**src/rtl/fm_sample_seq.sv**
```systemverilog
// Sine-tone sample sequencer: phase accumulator + quarter-wave LUT feeding fm_out (FM_SAMPLE_SEQ_RAMP_EN: sawtooth, no LUT).
// Latency: a divider tick in cycle T produces update/data in cycle T+2; SAMPLE_DIV cycles per sample.
// Backpressure: none; the fm_out consumer always accepts, sync cancels any pending sample.
module fm_sample_seq #(
   parameter int SAMPLE_DIV = 500,
   parameter int CNT_W      = 9
) (
   input  logic       clk,
   input  logic       nRst,
   input  logic       enable,
   input  logic       sync,
   input  logic [7:0] step,
   output logic [7:0] data,
   output logic       update
);

   localparam logic [CNT_W-1:0] CNT_LAST = CNT_W'(SAMPLE_DIV - 1);

   logic [CNT_W-1:0] cnt;
   logic [7:0]       phase;
   logic             vld;
   logic             tick;
   logic [7:0]       sample;

   assign tick = enable && (cnt == CNT_LAST);

`ifdef FM_SAMPLE_SEQ_RAMP_EN
   assign sample = phase;
`else
   // Q[k] = round(127*sin(2*pi*(k+0.5)/256)); half-sample offset keeps the wave symmetric without a zero entry
   localparam logic [6:0] QTAB [64] = '{
        7'd2,   7'd5,   7'd8,  7'd11,  7'd14,  7'd17,  7'd20,  7'd23,
       7'd26,  7'd29,  7'd32,  7'd35,  7'd38,  7'd41,  7'd44,  7'd47,
       7'd50,  7'd53,  7'd56,  7'd58,  7'd61,  7'd64,  7'd67,  7'd69,
       7'd72,  7'd74,  7'd77,  7'd79,  7'd82,  7'd84,  7'd86,  7'd89,
       7'd91,  7'd93,  7'd95,  7'd97,  7'd99, 7'd101, 7'd103, 7'd105,
      7'd106, 7'd108, 7'd110, 7'd111, 7'd113, 7'd114, 7'd115, 7'd117,
      7'd118, 7'd119, 7'd120, 7'd121, 7'd122, 7'd123, 7'd124, 7'd124,
      7'd125, 7'd125, 7'd126, 7'd126, 7'd127, 7'd127, 7'd127, 7'd127
   };

   logic [5:0] q_idx;
   logic [6:0] q_mag;

   always_comb begin
      // odd quadrants read the table backwards (63-k == ~k for 6 bits)
      q_idx  = phase[6] ? ~phase[5:0] : phase[5:0];
      q_mag  = QTAB[q_idx];
      sample = phase[7] ? (8'd128 - {1'b0, q_mag}) : (8'd128 + {1'b0, q_mag});
   end
`endif

   always_ff @(posedge clk or negedge nRst) begin
      if (!nRst) begin
         cnt    <= '0;
         phase  <= 8'h00;
         vld    <= 1'b0;
         data   <= 8'h80;
         update <= 1'b0;
      end else begin
         update <= vld && !sync;
         if (vld && !sync) begin
            data <= sample;
         end
         if (sync) begin
            cnt   <= '0;
            phase <= 8'h00;
            vld   <= 1'b0;
         end else begin
            if (!enable || cnt == CNT_LAST) begin
               cnt <= '0;
            end else begin
               cnt <= cnt + 1'b1;
            end
            if (tick) begin
               phase <= phase + step;
            end
            vld <= tick;
         end
      end
   end

endmodule

```
**config.mk**
```make
export PLATFORM = sky130hd
export DESIGN_NAME = fm_sample_seq
export DESIGN_NICKNAME = d
export VERILOG_FILES = /design/src/rtl/fm_sample_seq.sv
export SDC_FILE = /design/constraint.sdc
export NUM_CORES = 1
export LEC_CHECK = 0
export BUFFER_PORTS_ARGS = -buffer_cell sky130_fd_sc_hd__buf_2
export CORE_MARGIN = 8
export CORE_UTILIZATION = 40
export CTS_CLUSTER_SIZE = 8
export DETAILED_ROUTE_END_ITERATION = 8
export PLACE_DENSITY = 0.59
export SYNTH_ARGS = -nofsm -noshare
export SYNTH_HDL_FRONTEND = slang
export SYNTH_SLANG_ARGS = --single-unit
```
**constraint.sdc**
```tcl
create_clock -name clk -period 2.8 [get_ports clk]
set_clock_uncertainty 0.1 [all_clocks]
set_input_delay 0 -clock clk [delete_from_list [all_inputs] [get_ports clk]]
set_output_delay 0 -clock clk [all_outputs]
set_load 0.05 [all_outputs]
```
-- After elaboration in Yosys (flattened, before gate mapping)
Memories as Yosys holds them, arrays and structs flattened.
Index checks and enable logic that the tools add are counted.
- bits in registers: 27
- memories: 1
- output and inout port bits: 9
- bits of input ports: 12
- word-level logic and storage cells: 29
- bits in read-only memories: 448
- memory list (name ; words ; bits a word ; rd ports ; clocked after Yosys merged registers in ; wr ports ; line ; source):
    (name not given) ; 64 ; 7 ; 1 ; 0 ; 0 ; 48 ; q_mag = QTAB[q_idx];
- $add $sub $neg: 4
- mux-type cells: 9
- equality and inequality tests: 1
- bitwise gates (word level): 2
- reductions and logical operators: 6
- $lt $le $gt $ge: 1
- operator list (cell ; count):
    2-to-1 mux 8 bit ; 3
    2-to-1 mux 9 bit ; 2
    2-to-1 mux 7 bit ; 2
    adder 9 x 1 -> 9 bit (second input constant) ; 1
    == test 9 bit (second input constant) ; 1
    adder 8 x 7 -> 8 bit (first input constant) ; 1
    adder 8 bit ; 1
    subtractor 8 x 7 -> 8 bit (first input constant) ; 1
    greater-or-equal comparator 7 bit (second input constant) ; 1
    NOT 6 -> 7 bit ; 1
    2-to-1 mux 6 bit ; 1
    NOT 6 bit ; 1
    logical AND 1 bit ; 2
    zero test 1 bit ; 2
    nonzero test 2 bit ; 1
    logical OR 1 bit ; 1
    2-to-1 mux 1 bit ; 1

-- Logic depth before layout (Yosys ltp)
Gate-level depths: netlist of the first run.
- word-level depth: 8
- mapped depth: 14
- mapped depth without buffers: 11

-- Worst setup path before layout of the first run
No wires, ideal clock.
- path kind: register to register
- from: reg phase[6]
- to: reg data[4]
- setup time: 0.092 ns
- path slack: -0.009 ns
- required time: 2.608 ns
- clock period less this slack: 2.809 ns
- data arrival time: 2.617 ns
- stages on the path, launching flop included: 15
- path buffers: 3
- cell sequence: dfrtp_1 buf_6 buf_4 buf_2 xnor2_1 inv_1 ha_1 a221oi_2 o21ai_0 a2bb2oi_2 nand3_1 ha_1 nor3b_2 o21a_1 o31ai_2
- longest elaborated chain between the ends: 7
- elaborated cells on any way between the ends: 8
- classes of those cells: add/sub: 2; mux: 4; bitwise: 1; memory: 1
- RTL lines (what ; line ; source):
    start: declaration ; 20 ; logic [7:0] phase;
    start signal: assignment ; 76 ; phase <= phase + step;
    2-to-1 mux 6 bit (*) ; 47 ; q_idx = phase[6] ? ~phase[5:0] : phase[5:0];
    NOT 6 -> 7 bit (implied by the code) (*) ; 48 ;
    memory read (64 x 7 bit) (*) ; -- ;
    2-to-1 mux 7 bit (implied by the code) (*) (2 in series) ; 48 ;
    adder 8 x 7 -> 8 bit / subtractor 8 x 7 -> 8 bit (equally long branches) ; 49 ; sample = phase[7] ? (8'd128 - {1'b0, q_mag}) : (8'd128 + {1'b0, q_mag});
    2-to-1 mux 8 bit (*) ; 49 ;
    end signal: assignment ; 63 ; data <= sample;
    end: declaration ; 13 ; output logic [7:0] data,
Mark *: on every way between the ends. The rest lies on a longest branch, timed or not. The select of a mux whose other input is x is not followed.
A chain may end at the register's enable or synchronous reset.

-- Worst setup path after layout of the first run
Ends and elaborated chain as after synthesis.

==> results.py, run 1 <==
metrics = {
    "die": {
        "num_io_pins": 21,
        "start_util_pct": 41.1,
        "die_x_um": 99.3,
        "rows": 30,
        "die_h_um": 99.3,
        "core_area_um2": 6760,
        "die_area_um2": 9870,
    },
    "global_route": {
        "grt_pass1_wl_um": 11700,
        "grt_pass1_vias": 2409,
        "overflow": 0,
        "grt.total_usage_pct": 13.7,
        "grt_max_degree": 41,
        "antenna_found_initial": 0,
    },
    "route": {
        "vias": 2525,
        "wl_um": 6600,
        "dr.first_iter.drc_count": 277,
        "drc": 0,
        "ant_nets": 0,
        "vias_per_cell": 5.90,
        "first_pass_iters": 4,
        "wire_per_inst_um": 15.4,
    },
    "yosys": {
        "synth_flop_cell": "dfrtp_1",
        "synth-edff-count": 0,
        "synth_area_um2": 2780,
        "ys_seq_area_share_pct": 24.4,
        "synth_nets": 365,
        "ys_seq_elements": 27,
        "synth_warnings": 0,
        "avgSynthCellArea_um2": 8.17,
        "synth_cell_types": 73,
        "async_flop_share_pct": 100,
        "syn_inst": 340,
    },
    "power_and_ir_drop": {
        "p_leak_nw": 1.27,
        "power_density_nw_per_um2": 220,
        "ir_worst_vdd_mv": 0.232,
    },
    "cts": {
        "htreeDepth": 1,
        "clk_transition_reported_paths_ns": 0.10,
        "cts_root_buf": "clkbuf_8",
        "cts_sinks": 27,
        "cts_made_buffers": 3,
        "clock_latency_ns": 0.28,
        "clock_path_buffers": 2,
        "cts_tree": "done",
    },
    "sta": {
        "timing.final.crit_share_pct": 93.5,
        "fin_tns_setup_ns": 0,
        "min_period_ns": 2.62,
        "relSlewSlack_pct": 55.7,
        "maxSlewViolCount": 0,
        "worst_pin_slew_ns": 0.665,
        "setup_violations": 0,
        "rsz0062_at_grt": "no",
        "hold_violations": 0,
        "fmax_ghz": 0.382,
    },
    "critical_path": {
        "max_stage_delay_ns": 0.46,
        "end_kind": "flip-flop",
        "cp_cell_sequence": "xnor2_2, inv_1, ha_1, a221oi_2, o21ai_0, a2bb2oi_2, nand3_1, ha_1, nor3b_2, o21a_1, o31ai_2",
        "crit_top_cell": "ha_1",
        "cp_max_fo": 4,
        "path_buf_inv": 1,
        "critical_path_class": "flip-flop to flip-flop",
        "cp_data_arrival_time_ns": 2.71,
        "crit_family": "compound AO/OA/AOI/OAI gates",
        "cp_slowest_cell": "dfrtp_1",
        "crit_required_ns": 2.90,
        "startpoint_type": "flip-flop",
    },
    "final_layout": {
        "syn_to_final_growth_pct": 8.06,
        "diodes": 0,
        "drive_above_1_share_pct": 15.8,
        "final_nets": 374,
        "fin_area_um2": 3000,
        "n_fill_cell": 681,
    },
    "placement": {
        "io_buffers": 20,
        "finalWeightedCongestion": 0.891,
        "dpl_cell_area_um2": 2920,
        "dp_hpwl_um": 4800,
    },
    "outcome": {
        "outcome": "finished clean",
    },
    "min_path": {
        "min_path_type": "input port to flip-flop",
    },
    "flow_run": {
        "max-cap-violations": 0,
    },
}
-- routing by layer --
metal | wire [µm] | up-vias | track usage, %
met1 | 3230 | 1202 | 18.3
li1 | - | 1257 | -
met4 | 84 | 0 | 3.38
met5 | 0 | - | 0
met2 | 3050 | 56 | 22.4
met3 | 232 | 10 | 1.96
-- repair_timing --
item	4_1_cts	5_1_grt
hold endpoints to repair	34	0
setup endpoints to repair	0	1
gates resized for setup	0	1
setup buffers	0	0
hold buffers	3	0
-- where the power goes --
group,total (mW),switching (mW),internal (mW),leakage [nW]
logic,0.0375,0.0217,0.0158,0.877
registers,0.392,0.000979,0.391,0.373
clock network,0.231,0.130,0.101,0.0217
total,0.661,0.153,0.508,1.27
-- cells in the final DEF (no fill, tap or decap), drive strengths merged, types with 7 or more instances in the layout --
master,count
a21oi,28
buf,31
dfrtp,26
ha,12
inv,11
mux2i,11
nand2,18
nand2b,9
nand3,9
nor2,39
nor3,8
o21ai,19
o22ai,7
xnor2,14
-- metrics by stage --
stage / power (mW) / worst slack [ns] / std cells / utilization [%] / hold slack (ns)
final: 0.661 / 0.183 / 428 / 44.4 / 0.0699
after global routing: 0.693 / 0.00667 / 428 / 44.4 / 0.0916
after CTS: 0.674 / 0.116 / 428 / 44.4 / 0.0659
after detailed placement: 0.435 / 0.135 / 421 / 43.2 / -0.0484
after global placement: 0.435 / 0.186 / 421 / 43.2 / -0.0472
after floorplan: 0.416 / 0.0432 / 340 / - / -0.396
-- state kept, by name, indices dropped and copies added (netlist names) --
register / flops
phase: 8
vld: 1
update: 1
cnt: 9
data: 8
-- path summary, 6_finish.rpt --
check                      startpoint       end  slack, ns  cells past startpoint
max in group asynchronous        nRst  phase[1]       2.04                      2
min in group asynchronous        nRst   data[1]       0.15                      2
max reg2reg                  phase[6]   data[4]       0.18                     11
min reg2reg                    cnt[0]    cnt[0]       0.38                      1
max                          phase[6]   data[4]       0.18                     11
min                            enable       vld       0.07                      4
-- cells in the mapped netlist, types with 6 or more instances --
master | n | share of area, %
nand2b_1 | 9 | 2.0
inv_1 | 10 | 1.4
buf_6 | 7 | 2.8
nand2_1 | 17 | 2.3
and3_1 | 6 | 1.4
o21ai_0 | 19 | 3.4
clkbuf_1 | 8 | 1.1
nand3_1 | 9 | 1.6
dfrtp_1 | 26 | 23
nor2_1 | 38 | 5.1
mux2i_1 | 11 | 4.0
a21oi_1 | 28 | 5.0
o22ai_1 | 6 | 1.4
nor3_1 | 8 | 1.4
buf_2 | 10 | 1.8
xnor2_1 | 14 | 4.4
ha_1 | 12 | 5.4
-- area by class of cell --
cell class / count / area, µm² / area share, %
Multi-Input combinational cell: 271 / 1870 / 62.2
Sequential cell: 27 / 677 / 22.6
Timing Repair Buffer: 34 / 263 / 8.75
Tap cell: 80 / 100 / 3.33
Inverter: 12 / 45.0 / 1.50
Clock buffer: 3 / 41.3 / 1.38
Clock inverter: 1 / 7.51 / 0.250
-- worst register-to-register path: cells and delay by family (launching register included) --
family / cells / cell delay [ns]
compound gates: 5 / 0.91
xor+xnor: 1 / 0.23
fa+ha+maj: 2 / 0.46
buf+inv: 1 / 0.06
flops: 1 / 0.46
simple gates: 2 / 0.31
-- logic make-up (layout without fill, tap and decap cells) --
kind of cell / Yosys count / count (layout) / share of synthesized area [%]
AND/OR/NAND/NOR: 127 / 127 / 25.1
AO/OA/AOI/OAI: 103 / 103 / 26.3
buffers and inverters: 42 / 50 / 8.69
flip-flops: 27 / 27 / 24.4
XOR/XNOR: 16 / 16 / 5.05
adder cells (fa/ha/maj): 13 / 13 / 6.13
multiplexers: 12 / 12 / 4.37
Note: power is estimated with default switching activity, not from simulation.
==> run 2, diff against run 1 <==
--- a/config.mk
+++ b/config.mk
@@ -6,7 +6,7 @@
 export NUM_CORES = 1
 export LEC_CHECK = 0
 export BUFFER_PORTS_ARGS = -buffer_cell sky130_fd_sc_hd__buf_2
-export CORE_MARGIN = 8
+export CORE_MARGIN = 5
 export CORE_UTILIZATION = 40
 export CTS_CLUSTER_SIZE = 8
 export DETAILED_ROUTE_END_ITERATION = 8
==> results.py, run 2 (same netlist as run 1, synthesis figures left out) <==
metrics = {
    "power_and_ir_drop": {
        "switchingPower_mw": 0.158,
        "power_frac_comb_pct": 5.7,
        "power_density_nw_per_um2": 218,
        "total_power_mw": 0.666,
        "p_leak_nw": 1.29,
        "seq_power_share_pct": 58.9,
        "clkPwrFrac_pct": 35.5,
        "ir_worst_vdd_mv": 0.188,
        "swShare_pct": 23.7,
        "intPower_mw": 0.508,
    },
    "final_layout": {
        "top_register": "cnt",
        "final_cell_mix": "nor2_1, a21oi_1, dfrtp_1",
        "n_fill_cell": 693,
        "syn_to_final_growth_pct": 10.0,
        "top_regs": "cnt: 9 flops, data: 8 flops, phase: 8 flops",
        "layout_commonest_cell": "nor2_1",
        "fin_util_pct": 45.0,
        "diodes": 0,
        "largest_register_ffs": 9,
        "final_nets": 377,
        "drive_above_1_share_pct": 16.5,
    },
    "cts": {
        "clock_latency_ns": 0.28,
        "clk_transition_reported_paths_ns": 0.10,
        "clock_path_buffers": 2,
        "htreeDepth": 1,
        "cts_sinks": 27,
        "cts_made_buffers": 3,
        "cts_tree": "done",
        "cts_root_buf": "clkbuf_8",
    },
    "sta": {
        "fmax_ghz": 0.380,
        "hold_violations": 0,
        "relSlewSlack_pct": 56.1,
        "rsz0062_at_grt": "no",
        "setup_violations": 0,
        "timing.final.crit_share_pct": 94.1,
        "fin_tns_setup_ns": 0,
        "maxSlewViolCount": 0,
        "min_period_ns": 2.63,
        "finalWorstSetupSlack_ns": 0.166,
        "worst_pin_slew_ns": 0.659,
    },
    "critical_path": {
        "cp_max_fo": 11,
        "critical_path_class": "flip-flop to flip-flop",
        "startpoint_type": "flip-flop",
        "crit_family": "compound AO/OA/AOI/OAI gates",
        "cp_slowest_cell": "dfrtp_1",
        "cp_cell_sequence": "buf_4, or2_0, a21oi_1, a2bb2oi_1, o32a_1, inv_1, ha_1, nor3b_2, o21a_1, o31ai_2",
        "cp_data_arrival_time_ns": 2.74,
        "end_kind": "flip-flop",
        "crit_required_ns": 2.90,
        "path_buf_inv": 2,
        "max_stage_delay_ns": 0.51,
    },
    "route": {
        "wire_per_inst_um": 15.1,
        "first_pass_iters": 5,
        "wl_um": 6730,
        "vias": 2546,
        "vias_per_cell": 5.70,
        "ant_nets": 0,
        "dr.first_iter.drc_count": 248,
        "drc": 0,
    },
    "global_route": {
        "grt_max_degree": 41,
        "grt_pass1_wl_um": 11700,
        "grt_pass1_vias": 2381,
        "grt.total_usage_pct": 16.3,
        "overflow": 0,
        "antenna_found_initial": 0,
    },
    "placement": {
        "dp_hpwl_um": 4940,
        "place_ws_ns": 0.174,
        "finalWeightedCongestion": 0.957,
        "io_buffers": 20,
    },
    "die": {
        "rows": 30,
        "die_area_um2": 8710,
        "core_area_um2": 6790,
        "num_io_pins": 21,
        "die_x_um": 93.3,
        "start_util_pct": 40.9,
        "die_h_um": 93.3,
    },
    "outcome": {
        "outcome": "finished clean",
    },
    "flow_run": {
        "max-cap-violations": 0,
    },
    "min_path": {
        "min_path_type": "input port to flip-flop",
    },
}
==> run 2: timing repair <==
action / CTS / global route
hold buffers: 3 / 0
endpoints found under the setup margin: 0 / 2
endpoints found under the hold margin: 34 / 0
resized for setup: 0 / 2
setup buffers: 0 / 1
==> run 2: final timing paths <==
path | from | to | slack [ns] | cells past startpoint
min in group asynchronous | nRst | data[1] | 0.14 | 2
max in group asynchronous | nRst | phase[6] | 2.05 | 2
worst max-delay path | phase[6] | data[4] | 0.17 | 10
worst min-delay path | enable | vld | 0.05 | 4
worst min register to register | cnt[0] | cnt[0] | 0.37 | 1
worst max register to register | phase[6] | data[4] | 0.17 | 10
==> run 2: tightest hold or removal path, delay by kind of cell <==
kind / cells / cell delay [ns]
and+or+nand+nor: 2 / 0.10
buffers and inverters: 2 / 0.30
==> run 2: cell type report <==
class	count	area [µm²]	share of cell area [%]
multi-input combinational	271	1880	61.5
sequential	27	677	22.2
timing repair buffer	37	285	9.34
tap	96	120	3.93
inverter	12	45.0	1.47
clock buffer	3	41.3	1.35
clock inverter	1	7.51	0.246
==> run 2: stage by stage <==
step / area (µm²) / instances / hold WS (ns)
detailed placement: 2960 / 439 / -0.0518
finish: 3060 / 447 / 0.0530
global placement: 2960 / 439 / -0.0474
global route: 3060 / 447 / 0.0930
floorplan: 2790 / 340 / -0.396
CTS: 3040 / 446 / 0.0472
==> run 2: routing by layer <==
metal  global-route usage [%]  up-vias  routed length (µm)
li1                         -     1264                   -
met1                     23.3     1204                3200
met2                     25.8       65                3090
met3                     2.49       13                 355
met4                     3.54        0                  87
met5                        0        -                   0
==> run 2: power groups by stage <==
stage               Sequential (mW)  Clock [mW]  Combinational, mW
floorplan                     0.399           0             0.0162
global placement              0.400           0             0.0363
detailed placement            0.400           0             0.0359
CTS                           0.392       0.247             0.0392
global route                  0.392       0.261             0.0442
finish                        0.392       0.236             0.0379
==> run 3, diff against run 2 <==
--- a/config.mk
+++ b/config.mk
@@ -5,12 +5,13 @@
 export SDC_FILE = /design/constraint.sdc
 export NUM_CORES = 1
 export LEC_CHECK = 0
+export ABC_AREA = 1
 export BUFFER_PORTS_ARGS = -buffer_cell sky130_fd_sc_hd__buf_2
 export CORE_MARGIN = 5
 export CORE_UTILIZATION = 40
 export CTS_CLUSTER_SIZE = 8
 export DETAILED_ROUTE_END_ITERATION = 8
-export PLACE_DENSITY = 0.59
+export PLACE_DENSITY = 0.6
 export SYNTH_ARGS = -nofsm -noshare
 export SYNTH_HDL_FRONTEND = slang
 export SYNTH_SLANG_ARGS = --single-unit
==> results.py, run 3 <==
metrics = {
    "outcome": {
        "outcome": "finished clean",
    },
    "global_route": {
        "grt_pass1_wl_um": 8470,
        "grt_pass1_vias": 1928,
        "grt.total_usage_pct": 14.1,
        "overflow": 0,
        "antenna_found_initial": 0,
        "grt_max_degree": 28,
    },
    "die": {
        "rows": 27,
        "core_area_um2": 5440,
        "die_x_um": 84.3,
        "start_util_pct": 40.6,
        "die_area_um2": 7110,
        "num_io_pins": 21,
        "die_h_um": 84.3,
    },
    "sta": {
        "worst_pin_slew_ns": 0.642,
        "fmax_ghz": 0.404,
        "setup_violations": 0,
        "fin_tns_setup_ns": 0,
        "rsz0062_at_grt": "no",
        "relSlewSlack_pct": 57.2,
        "min_period_ns": 2.47,
        "hold_violations": 0,
        "timing.final.crit_share_pct": 88.3,
        "maxSlewViolCount": 0,
    },
    "final_layout": {
        "n_fill_cell": 576,
        "fin_area_um2": 2480,
        "top_regs": "cnt: 9 flops, data: 8 flops, phase: 8 flops",
        "layout_commonest_cell": "nand2_1",
        "syn_to_final_growth_pct": 12.2,
        "final_cell_mix": "nand2_1, nand3_1, inv_1",
        "diodes": 0,
        "final_nets": 370,
        "top_register": "cnt",
        "largest_register_ffs": 9,
        "drive_above_1_share_pct": 16.0,
    },
    "yosys": {
        "ys_seq_area_share_pct": 30.7,
        "syn_inst": 316,
        "synthTopCellsByArea": "dfrtp_1, nand2_1, nand3_1",
        "synth_cell_types": 39,
        "avgSynthCellArea_um2": 6.99,
        "synth_flop_cell": "dfrtp_1",
        "synth_common_cells": "nand2_1, nand3_1, inv_1",
        "synth_area_leader_cell": "dfrtp_1",
        "synth-edff-count": 0,
        "synth_area_um2": 2210,
        "ys_seq_elements": 27,
        "async_flop_share_pct": 100,
        "synth.most_common_cell": "nand2_1",
        "synth_warnings": 0,
        "synth_top_area_share_pct": 29.5,
        "synth_nets": 341,
    },
    "route": {
        "vias_per_cell": 4.83,
        "wire_per_inst_um": 11.2,
        "ant_nets": 0,
        "dr.first_iter.drc_count": 114,
        "first_pass_iters": 4,
        "drc": 0,
        "wl_um": 4660,
        "vias": 2008,
    },
    "cts": {
        "clock_path_buffers": 2,
        "clock_latency_ns": 0.27,
        "cts_sinks": 27,
        "postCtsSetupBuffers": 0,
        "clk_transition_reported_paths_ns": 0.09,
        "htreeDepth": 1,
        "cts_tree": "done",
        "cts_made_buffers": 3,
        "cts-resized-gates": 0,
        "cts_root_buf": "clkbuf_8",
    },
    "placement": {
        "io_buffers": 20,
        "dp_hpwl_um": 3650,
        "dpl_cell_area_um2": 2370,
        "finalWeightedCongestion": 0.896,
    },
    "power_and_ir_drop": {
        "power_density_nw_per_um2": 280,
        "total_power_mw": 0.693,
        "p_leak_nw": 1.29,
        "ir_worst_vdd_mv": 0.178,
    },
    "critical_path": {
        "end_kind": "flip-flop",
        "startpoint_type": "flip-flop",
        "crit_required_ns": 2.87,
        "reg2reg_depth": 16,
        "cp_data_arrival_time_ns": 2.54,
        "critical_path_class": "flip-flop to flip-flop",
        "cp_max_fo": 9,
    },
    "min_path": {
        "min_path_type": "input port to flip-flop",
        "holdPathStages": 4,
    },
    "flow_run": {
        "max-cap-violations": 0,
    },
}
-- run 3: power by group --
| group | switching (mW) | internal (mW) | leakage [nW] |
|---|---|---|---|
| Sequential | 0.00357 | 0.397 | 0.371 |
| Combinational | 0.0475 | 0.0225 | 0.893 |
| Clock | 0.121 | 0.102 | 0.0228 |
| Total | 0.172 | 0.521 | 1.29 |
-- run 3: layer usage --
metal / global-route usage (%) / share of wire (%)
met2: 23.5 / 46
met5: 0 / 0
met3: 2.85 / 3.3
met1: 18.8 / 50
met4: 3.51 / 0.75
-- run 3: cell families (layout without fill, tap and decap cells) --
kind of cell,count (synthesis),in the layout,synth area share (%)
AND/OR/NAND/NOR,195,195,39.7
AO/OA/AOI/OAI,34,34,8.78
flip-flops,27,27,30.7
XOR/XNOR,11,11,5.55
adder cells (fa/ha/maj),13,13,7.71
buffers and inverters,36,64,7.65
-- run 3: timing repair --
action                                  CTS  global route
hold buffers                              6             0
endpoints found under the setup margin    0             0
hold endpoints to repair                 34             0
-- run 3: layout make-up --
cell class	count	area [µm²]	area share, %
Clock buffer	4	45.0	1.82
Sequential cell	27	677	27.3
Inverter	30	113	4.55
Timing Repair Buffer	30	190	7.68
Tap cell	72	90.1	3.64
Multi-Input combinational cell	253	1360	55.0
-- run 3: path summary, 6_finish.rpt --
path                           from        to  slack, ns
setup reg to reg           phase[6]   data[4]       0.33
setup / recovery           phase[6]   data[4]       0.33
max in group asynchronous      nRst    cnt[4]       2.00
hold reg to reg              cnt[0]    cnt[0]       0.36
hold / removal              step[1]  phase[1]       0.03
min in group asynchronous      nRst  phase[0]       0.18
-- run 3: stage by stage --
stage	hold slack [ns]	std cells	utilization, %	setup slack (ns)
floorplan	-0.396	316	-	0.473
global placement	-0.0190	406	43.6	0.390
detailed placement	-0.0205	406	43.6	0.334
CTS	0.0301	416	45.5	0.314
global route	0.0660	416	45.5	0.0375
finish	0.0327	416	45.5	0.327
-- run 3: critical path: stages (launching register included) --
cell and delay (ns):
dfrtp_1 0.49, inv_2 0.13, nand2_1 0.13, nand2_4 0.09, ha_1 0.19, or2_2 0.29
nand3_1 0.08, nand3_1 0.10, nand2_1 0.09, inv_1 0.05, ha_1 0.20, nand3_1 0.13
nor2_4 0.05, nor2_1 0.08, nand2_1 0.05, nand3_1 0.08, nand2_1 0.05
